$ cat config.mk
export PLATFORM = sky130hd
export DESIGN_NAME = vme_interrupter
export DESIGN_NICKNAME = d
export VERILOG_FILES = /design/src/rtl/vme_interrupter.sv
export SDC_FILE = /design/constraint.sdc
export NUM_CORES = 1
export LEC_CHECK = 0
export CAP_MARGIN = 20
export CORE_UTILIZATION = 40
export DETAILED_ROUTE_END_ITERATION = 8
export PLACE_DENSITY = 0.68
export RECOVER_POWER = 50
export REMOVE_ABC_BUFFERS = 1
export SKIP_CTS_REPAIR_TIMING = 1
export SLEW_MARGIN = 25
export SYNTH_ARGS = -nofsm -noshare
export SYNTH_HDL_FRONTEND = slang
export SYNTH_SLANG_ARGS = --single-unit
$ cat constraint.sdc
create_clock -name clock -period 5 [get_ports clock]
set_input_delay 0.5 -clock clock [delete_from_list [all_inputs] [get_ports clock]]
set_output_delay 0.5 -clock clock [all_outputs]
set_load 0.01 [all_outputs]
$ cat src/rtl/vme_interrupter.sv
// vme_interrupter: VME D08(O) interrupter -- raises one IRQ level, answers its IACK cycle, passes others down the chain
// Ports:
//   clock, reset                  system clock, asynchronous active-high reset
//   local_req, local_vector       request pulse and the status/ID vector sampled with it
//   local_clear                   register-access clear (RORA build only)
//   local_busy, local_ack         request outstanding; one-cycle pulse once the vector is delivered
//   vme_irq_n                     IRQ7*..IRQ1*, only bit [IRQ_LEVEL-1] is ever driven low
//   vme_iack_n, vme_iackin_n      IACK* and daisy-chain IACKIN*
//   vme_iackout_n                 daisy-chain IACKOUT*
//   vme_as_n, vme_ds0_n           address and data strobes
//   vme_addr                      A3..A1, level being acknowledged
//   vme_data, vme_data_oe         vector D7..D0 and its buffer enable
//   vme_dtack_n                   DTACK*
// Define VME_INTR_RORA_EN for release-on-register-access; the default build is release-on-acknowledge.
module vme_interrupter #(
    parameter logic [2:0] IRQ_LEVEL   = 3'd2,
    parameter int         DTACK_DELAY = 1
) (
    input  logic       clock,
    input  logic       reset,
    input  logic       local_req,
    input  logic [7:0] local_vector,
    input  logic       local_clear,
    output logic       local_busy,
    output logic       local_ack,
    output logic [6:0] vme_irq_n,
    input  logic       vme_iack_n,
    input  logic       vme_iackin_n,
    output logic       vme_iackout_n,
    input  logic       vme_as_n,
    input  logic       vme_ds0_n,
    input  logic [2:0] vme_addr,
    output logic [7:0] vme_data,
    output logic       vme_data_oe,
    output logic       vme_dtack_n
);
    typedef enum logic [2:0] {IDLE, PENDING, PASS, RESPOND, DONE, HELD} state_t;
    localparam logic [6:0] IRQ_BIT = 7'd1 << (IRQ_LEVEL - 3'd1);
    localparam logic [7:0] DLY     = 8'(DTACK_DELAY);
    state_t     state, state_nx, ret, ret_nx;
    logic [7:0] vec, vec_nx, cnt, cnt_nx;
    logic       busy, busy_nx, irq_on, irq_nx;
    logic [1:0] iack_sy, iackin_sy, as_sy, ds_sy;
    logic       as_s, qual, match;
`ifndef VME_INTR_RORA_EN
    logic unused_clear;
    assign unused_clear = local_clear;
`endif
    always_ff @(posedge clock or posedge reset)
        if (reset) begin
            iack_sy   <= 2'b11;
            iackin_sy <= 2'b11;
            as_sy     <= 2'b11;
            ds_sy     <= 2'b11;
        end else begin
            iack_sy   <= {iack_sy[0], vme_iack_n};
            iackin_sy <= {iackin_sy[0], vme_iackin_n};
            as_sy     <= {as_sy[0], vme_as_n};
            ds_sy     <= {ds_sy[0], vme_ds0_n};
        end
    assign as_s  = as_sy[1];
    assign qual  = ~(as_s | iack_sy[1] | iackin_sy[1] | ds_sy[1]);
    assign match = vme_addr == IRQ_LEVEL;
    always_ff @(posedge clock or posedge reset)
        if (reset) begin
            state  <= IDLE;
            ret    <= IDLE;
            vec    <= '0;
            cnt    <= '0;
            busy   <= 1'b0;
            irq_on <= 1'b0;
        end else begin
            state  <= state_nx;
            ret    <= ret_nx;
            vec    <= vec_nx;
            cnt    <= cnt_nx;
            busy   <= busy_nx;
            irq_on <= irq_nx;
        end
    // ret remembers where a pass-through cycle resumes, so a pending request survives foreign IACK cycles
    always_comb begin
        state_nx = state;
        ret_nx   = ret;
        vec_nx   = vec;
        cnt_nx   = '0;
        busy_nx  = busy;
        irq_nx   = irq_on;
        case (state)
            IDLE: begin
                if (local_req) begin
                    vec_nx   = local_vector;
                    busy_nx  = 1'b1;
                    irq_nx   = 1'b1;
                    state_nx = PENDING;
                end
                // a cycle already under way belongs downstream, even if a request lands with it
                if (qual) begin
                    ret_nx   = local_req ? PENDING : IDLE;
                    state_nx = PASS;
                end
            end
            PENDING, HELD: if (qual) begin
                if (match) begin
                    state_nx = RESPOND;
`ifndef VME_INTR_RORA_EN
                    irq_nx   = 1'b0;
`endif
                end else begin
                    ret_nx   = state;
                    state_nx = PASS;
                end
            end
            PASS: if (as_s) state_nx = ret;
            RESPOND: begin
                cnt_nx = (cnt == DLY) ? cnt : cnt + 8'd1;
                if (as_s | ds_sy[1]) state_nx = DONE;
            end
            DONE: begin
`ifdef VME_INTR_RORA_EN
                state_nx = HELD;
`else
                state_nx = IDLE;
                busy_nx  = 1'b0;
`endif
            end
            default: state_nx = IDLE;
        endcase
`ifdef VME_INTR_RORA_EN
        if (state == HELD && local_clear) begin
            state_nx = IDLE;
            busy_nx  = 1'b0;
            irq_nx   = 1'b0;
        end
`endif
    end
    assign local_busy    = busy;
    assign local_ack     = state == DONE;
    assign vme_irq_n     = irq_on ? ~IRQ_BIT : 7'h7F;
    assign vme_iackout_n = ~(state == PASS && !as_s);
    assign vme_data_oe   = state == RESPOND;
    assign vme_data      = vme_data_oe ? vec : '0;
    assign vme_dtack_n   = ~(vme_data_oe && cnt == DLY);
endmodule

==> qor.yml, run 1 <==
ys_types: 39
core_area_um2: 3440
root_buffer: "clkbuf_8"
grt_use_met1_pct: 16.8
required_ps: 4500
synth.most_common_cell: "dfrtp_1"
initial_core_util_pct: 43.3
fillers: 301
synthArstFlopShare_pct: 100
p_leak_nw: 0.836
use_met3_pct: 6.52
startpoint_type: "flip-flop"
powerDensity_nw_per_um2: 389
status: "finished with violations"
top_usage_layer: "met2"
drt_iter0_drc: 33
dieWidth_um: 63.1
syn2layout_area_growth_pct: 28.5
tritoncts: "done"
n_antenna_cell: 0
multiInputGateArea_um2: 612
cp-end-kind: "primary output"
setup_viol: 0
num_rows: 21
vdd_ir_drop_max_v: 0.000162
layout.nets: 188
drt_wl_total_mm: 2.60
worst_slack_ps: 2040
utilization_pct: 55.7
maxSlewViolCount: 33
insertion_delay_ps: 280
avgSynthCellArea_um2: 11.1
syn-cell-area_um2: 1490
synth_warnings: 0
cts.sinks: 32
use_met2_pct: 24.7
path_clk_slew_ps: 60
hold_viol: 0
first_pass_iters: 4
synth_area_leader_cell: "dfrtp_1"
grt_max_degree: 33
placed_cells: 206
synth-seq-area-share_pct: 54.4
violations: "capacitance limit, slew limit"
grt_pass1_wl_mm: 4.57
first_global_vias: 1022
fin_crit_sh_pct: 59.1
grtUsageTotal_pct: 15.3
critPathLaunch: "state[1]"
syn_inst: 134
drtAntennaViolNets: 0
yosys-top-cells-area: "dfrtp_1, dfstp_2, mux2_2"
synth_seq_cells: 32
route.detailed.drc: 0
wl_per_cell_um: 12.1
synth-main-ff-cell: "dfrtp_1"
via_count: 1059
worst-slew-pin-transition_ps: 1640
maxCapViolations: 1
port_buffers: 31
rsz0062_at_grt: "no"
worstSetupPathType: "reg -> out"
fin_tns_setup_ps: 0
antenna_found_initial: 0
drive_gt1_share_pct: 17.9
cts_buffers: 5
cp.arrival_ps: 2460
finalNonFillerCells: 214
netlist_top_cells_count: "dfrtp_1, nor2_1, nand2_1"
max-slew-margin-rel_pct: -9.19
gr-total-overflow: 0
clockBufferDepth: 2
place_ws_ps: 2310
ioPinCount: 39
synth-edff-count: 0
globalplace.congestion: 0.791
dp_hpwl_mm: 1.82
worst-path-max-fanout: 13
cts_max_level: 2
min_period_ps: 2960
fin_skew_ps: 4.34
hp-start: "iackin_sy[0]"
synth_top_area_share_pct: 40.3
r2r-start: "state[0]"
routed_via_density: 4.95
fmax_mhz: 338
seq_area_um2: 811
hold_path_class: "reg -> reg"
die_h_um: 63.1
die_area_um2: 3980
==> path summary, 6_finish.rpt <==
check                          endpoint  slack (ps)  depth (start not counted)
max                         vme_data_oe        2040                          4
min                        iackin_sy[1]         350                          0
max reg2reg                      vec[0]        2990                          3
min reg2reg                iackin_sy[1]         350                          0
max in group asynchronous        ret[1]        2830                          3
min in group asynchronous        cnt[0]        1230                          3
==> cell type report <==
| class | count | share of cell area (%) |
|---|---|---|
| multi-input combinational | 90 | 31.9 |
| clock buffer | 8 | 5.22 |
| tap | 46 | 3.00 |
| inverter | 6 | 1.17 |
| timing repair buffer | 32 | 16.4 |
| sequential | 32 | 42.3 |
==> layer usage <==
layer  vias up  part of all wire, %
met5         -                    0
met2        41                   46
met4         0                  2.4
li1        515                    -
met3         6                  7.7
met1       497                   44
==> cell usage in the layout, fill, tap and decap left out, drive strengths merged, types with 3 or more instances in the layout <==
master         netlist  layout
nor2                12      12
nor3                 3       3
conb                 1       6
and3                 9       9
nor4                 3       3
nor2b                4       4
xor2                 5       5
clkbuf               4       9
mux2                 8       8
nand2               11      11
inv                  6       6
dfrtp               24      24
dlygate4sd3          0       5
dfstp                8       8
clkdlybuf4s50        0      26
==> cell families after synthesis <==
family | share of synthesized area, %
flops | 54.4
fa+ha+maj | 1.68
xor+xnor | 4.11
simple gates | 20.4
mux | 6.04
other cells | 0.251
buf+inv | 5.87
compound gates | 7.30
==> where the power goes <==
group	internal, mW	switching, mW
sequential	0.319	0.0505
combinational	0.0950	0.0700
clock	0.125	0.0858
==> state kept, by name, summed over array words and instances, names as in the netlist <==
register,cells
state,3
vec,8
cnt,8
ret,3
as_sy,2
irq_on,1
iack_sy,2
ds_sy,2
local_busy,1
iackin_sy,2
==> worst max-delay path, stage by stage, from the launching register on <==
cell,delay [ps]
dfrtp_1,540
nor2b_1,570
nand2_1,360
inv_1,150
clkdlybuf4s50_1,550
==> metrics by stage <==
step | area (um^2) | total power [mW] | hold slack [ps]
after global placement | 1820 | 0.533 | 346
after detailed placement | 1820 | 0.542 | 347
final | 1920 | 0.746 | 355
after floorplan | 1450 | 0.471 | 345
after global routing | 1920 | 0.800 | 360
after CTS | 1920 | 0.757 | 355
Note: power is estimated with default switching activity, not from simulation.
==> inputs of run 2 (changes only) <==
==> constraint.sdc (replaced) <==
create_clock -name clock -period 3.09 [get_ports clock]
set_input_delay 0.309 -clock clock [delete_from_list [all_inputs] [get_ports clock]]
set_output_delay 0.309 -clock clock [all_outputs]
set_load 0.01 [all_outputs]
==> run 2 against run 1 <==
  * Non-clock buffer count rose by 2
  * Largest cell class unchanged
  * Routed wire length decreased by 0.12%
  * The flow now finishes without violations
  * Cell area increased by 2.0%
  * First-iteration DRC count fell by 61%
  * Utilization is 1.1 points higher
  * Count of clock-buffer cells in the layout shrank 1
  * Highest routed layer unchanged
==> qor.yml, run 2 (synthesis gave the netlist of run 1 again) <==
n_antenna_cell: 0  # unchanged
mostFrequentLayoutCell: "clkdlybuf4s50_1"
worst-path-max-fanout: 5  # -8
critPathLaunch: "cnt[1]"
die_area_um2: 3980  # unchanged
finalNonFillerCells: 216  # +0.93%
maxSlewViolCount: 0  # -100%
dieWidth_um: 63.1  # unchanged
cp-end-kind: "primary output"
drt_iter0_drc: 13  # -61%
first_pass_iters: 4  # unchanged
critPathTopFamily: "simple AND/OR/NAND/NOR gates"
grtUsageTotal_pct: 15.3  # -0.072 points
rsz0062_at_grt: "no"
drive_gt1_share_pct: 18.8  # +0.97 points
startpoint_type: "flip-flop"
insertion_delay_ps: 280  # about the same
die_h_um: 63.1  # unchanged
p_leak_nw: 0.855  # +2.3%
tritoncts: "done"
fillers: 295  # -2.0%
ioPinCount: 39  # unchanged
grt_pass1_wl_mm: 4.68  # +2.3%
min_period_ps: 2570
path_clk_slew_ps: 60  # about the same
fin_skew_ps: 8.13  # +3.78 ps
route.detailed.drc: 0  # unchanged
max-slew-margin-rel_pct: 60.0  # +69 points
maxCapViolations: 0  # -1
fin_tns_setup_ps: 0  # unchanged
port_buffers: 31  # unchanged
antenna_found_initial: 0  # unchanged
root_buffer: "clkbuf_8"
num_rows: 21  # unchanged
layout.nets: 190  # +1.1%
initial_core_util_pct: 43.3  # unchanged
cts_max_level: 2  # unchanged
crit_buf_inv: 2  # unchanged
wl_per_cell_um: 12.0  # -1.0%
hp-start: "as_sy[0]"
routed_via_density: 5.02  # +1.5%
gr-total-overflow: 0  # unchanged
core_area_um2: 3440  # unchanged
r2r-start: "state[0]"
fmax_mhz: 389
syn2layout_area_growth_pct: 31.0
slowest_delay_ps: 490  # -80 ps
cts_buffers: 5  # unchanged
grt_max_degree: 23  # -30%
fin_crit_sh_pct: 83.1
hold_path_class: "reg -> reg"
cts.sinks: 32  # unchanged
hold_viol: 0  # unchanged
required_ps: 2780  # -1720 ps
drtAntennaViolNets: 0  # unchanged
worstSetupPathType: "reg -> out"
path_cells: "inv_1 > ha_1 > or4b_4 > nor4_4 > nand2_1 > clkdlybuf4s50_1"
via_count: 1085  # +2.5%
final_cell_mix: "clkdlybuf4s50_1, dfrtp_1, nor2_1, nand2_1"
powerDensity_nw_per_um2: 662  # +70%
status: "complete, no violations"
largestRegisters: "cnt x8, vec x8"
placed_cells: 208  # +0.97%
seq_area_um2: 811  # unchanged
cp.arrival_ps: 2260  # -200 ps
clockBufferDepth: 2  # unchanged
worst-slew-pin-transition_ps: 600  # -1040 ps
multiInputGateArea_um2: 612  # unchanged
vdd_ir_drop_max_v: 0.000302  # +86%
drt_wl_total_mm: 2.59  # -0.12%
setup_viol: 0  # unchanged
globalplace.congestion: 0.789  # -0.20%
first_global_vias: 1076  # +5.3%
dp_hpwl_mm: 1.93  # +6.1%
cpMaxStageDelayCell: "clkdlybuf4s50_1"
==> run 2: report_power, final <==
part | switching, mW | internal (mW) | total, mW
Combinational | 0.113 | 0.155 | 0.268
Sequential | 0.0828 | 0.516 | 0.599
Clock | 0.143 | 0.284 | 0.427
==> run 2: layout make-up <==
| class | count | area share (%) |
|---|---|---|
| Timing Repair Buffer | 34 | 16.6 |
| Multi-Input combinational cell | 90 | 31.3 |
| Inverter | 6 | 1.15 |
| Clock buffer | 7 | 4.93 |
| Sequential cell | 32 | 41.5 |
| Clock inverter | 1 | 1.54 |
| Tap cell | 46 | 2.94 |
==> run 2: worst reg2reg max path: cells and delay by family (launching register included) <==
kind	cells	cell delay, ps
DFF	1	600
muxes	1	390
and+or+nand+nor	2	860
==> run 2: final timing paths <==
kind	cells after the start	endpoint	slack [ps]
setup / recovery	6	vme_dtack_n	520
setup reg to reg	3	vec[7]	1130
hold / removal	0	as_sy[1]	360
min in group asynchronous	2	irq_on	530
hold reg to reg	0	as_sy[1]	360
max in group asynchronous	3	vec[7]	1760
==> run 2: routing by layer <==
metal / vias to the layer above / track usage, % / wire length [um]
met5: - / 0 / 0
met1: 521 / 18.2 / 1180
met3: 4 / 3.99 / 149
met4: 0 / 8.72 / 30
met2: 39 / 24.7 / 1230
li1: 521 / - / -
==> run 2: through the flow <==
| stage | area, um^2 | utilization [%] | hold WS, ps | total power [mW] | setup slack [ps] |
|---|---|---|---|---|---|
| 6_report | 1950 | 56.8 | 356 | 1.29 | 521 |
| 5_1_grt | 1950 | 56.8 | 359 | 1.37 | 362 |
| 4_1_cts | 1960 | 57.0 | 358 | 1.31 | 489 |
| 3_5_place_dp | 1840 | 53.3 | 348 | 0.880 | 797 |
| 3_3_place_gp | 1840 | 53.3 | 346 | 0.865 | 864 |
| 2_1_floorplan | 1450 | - | 313 | 0.762 | 1350 |
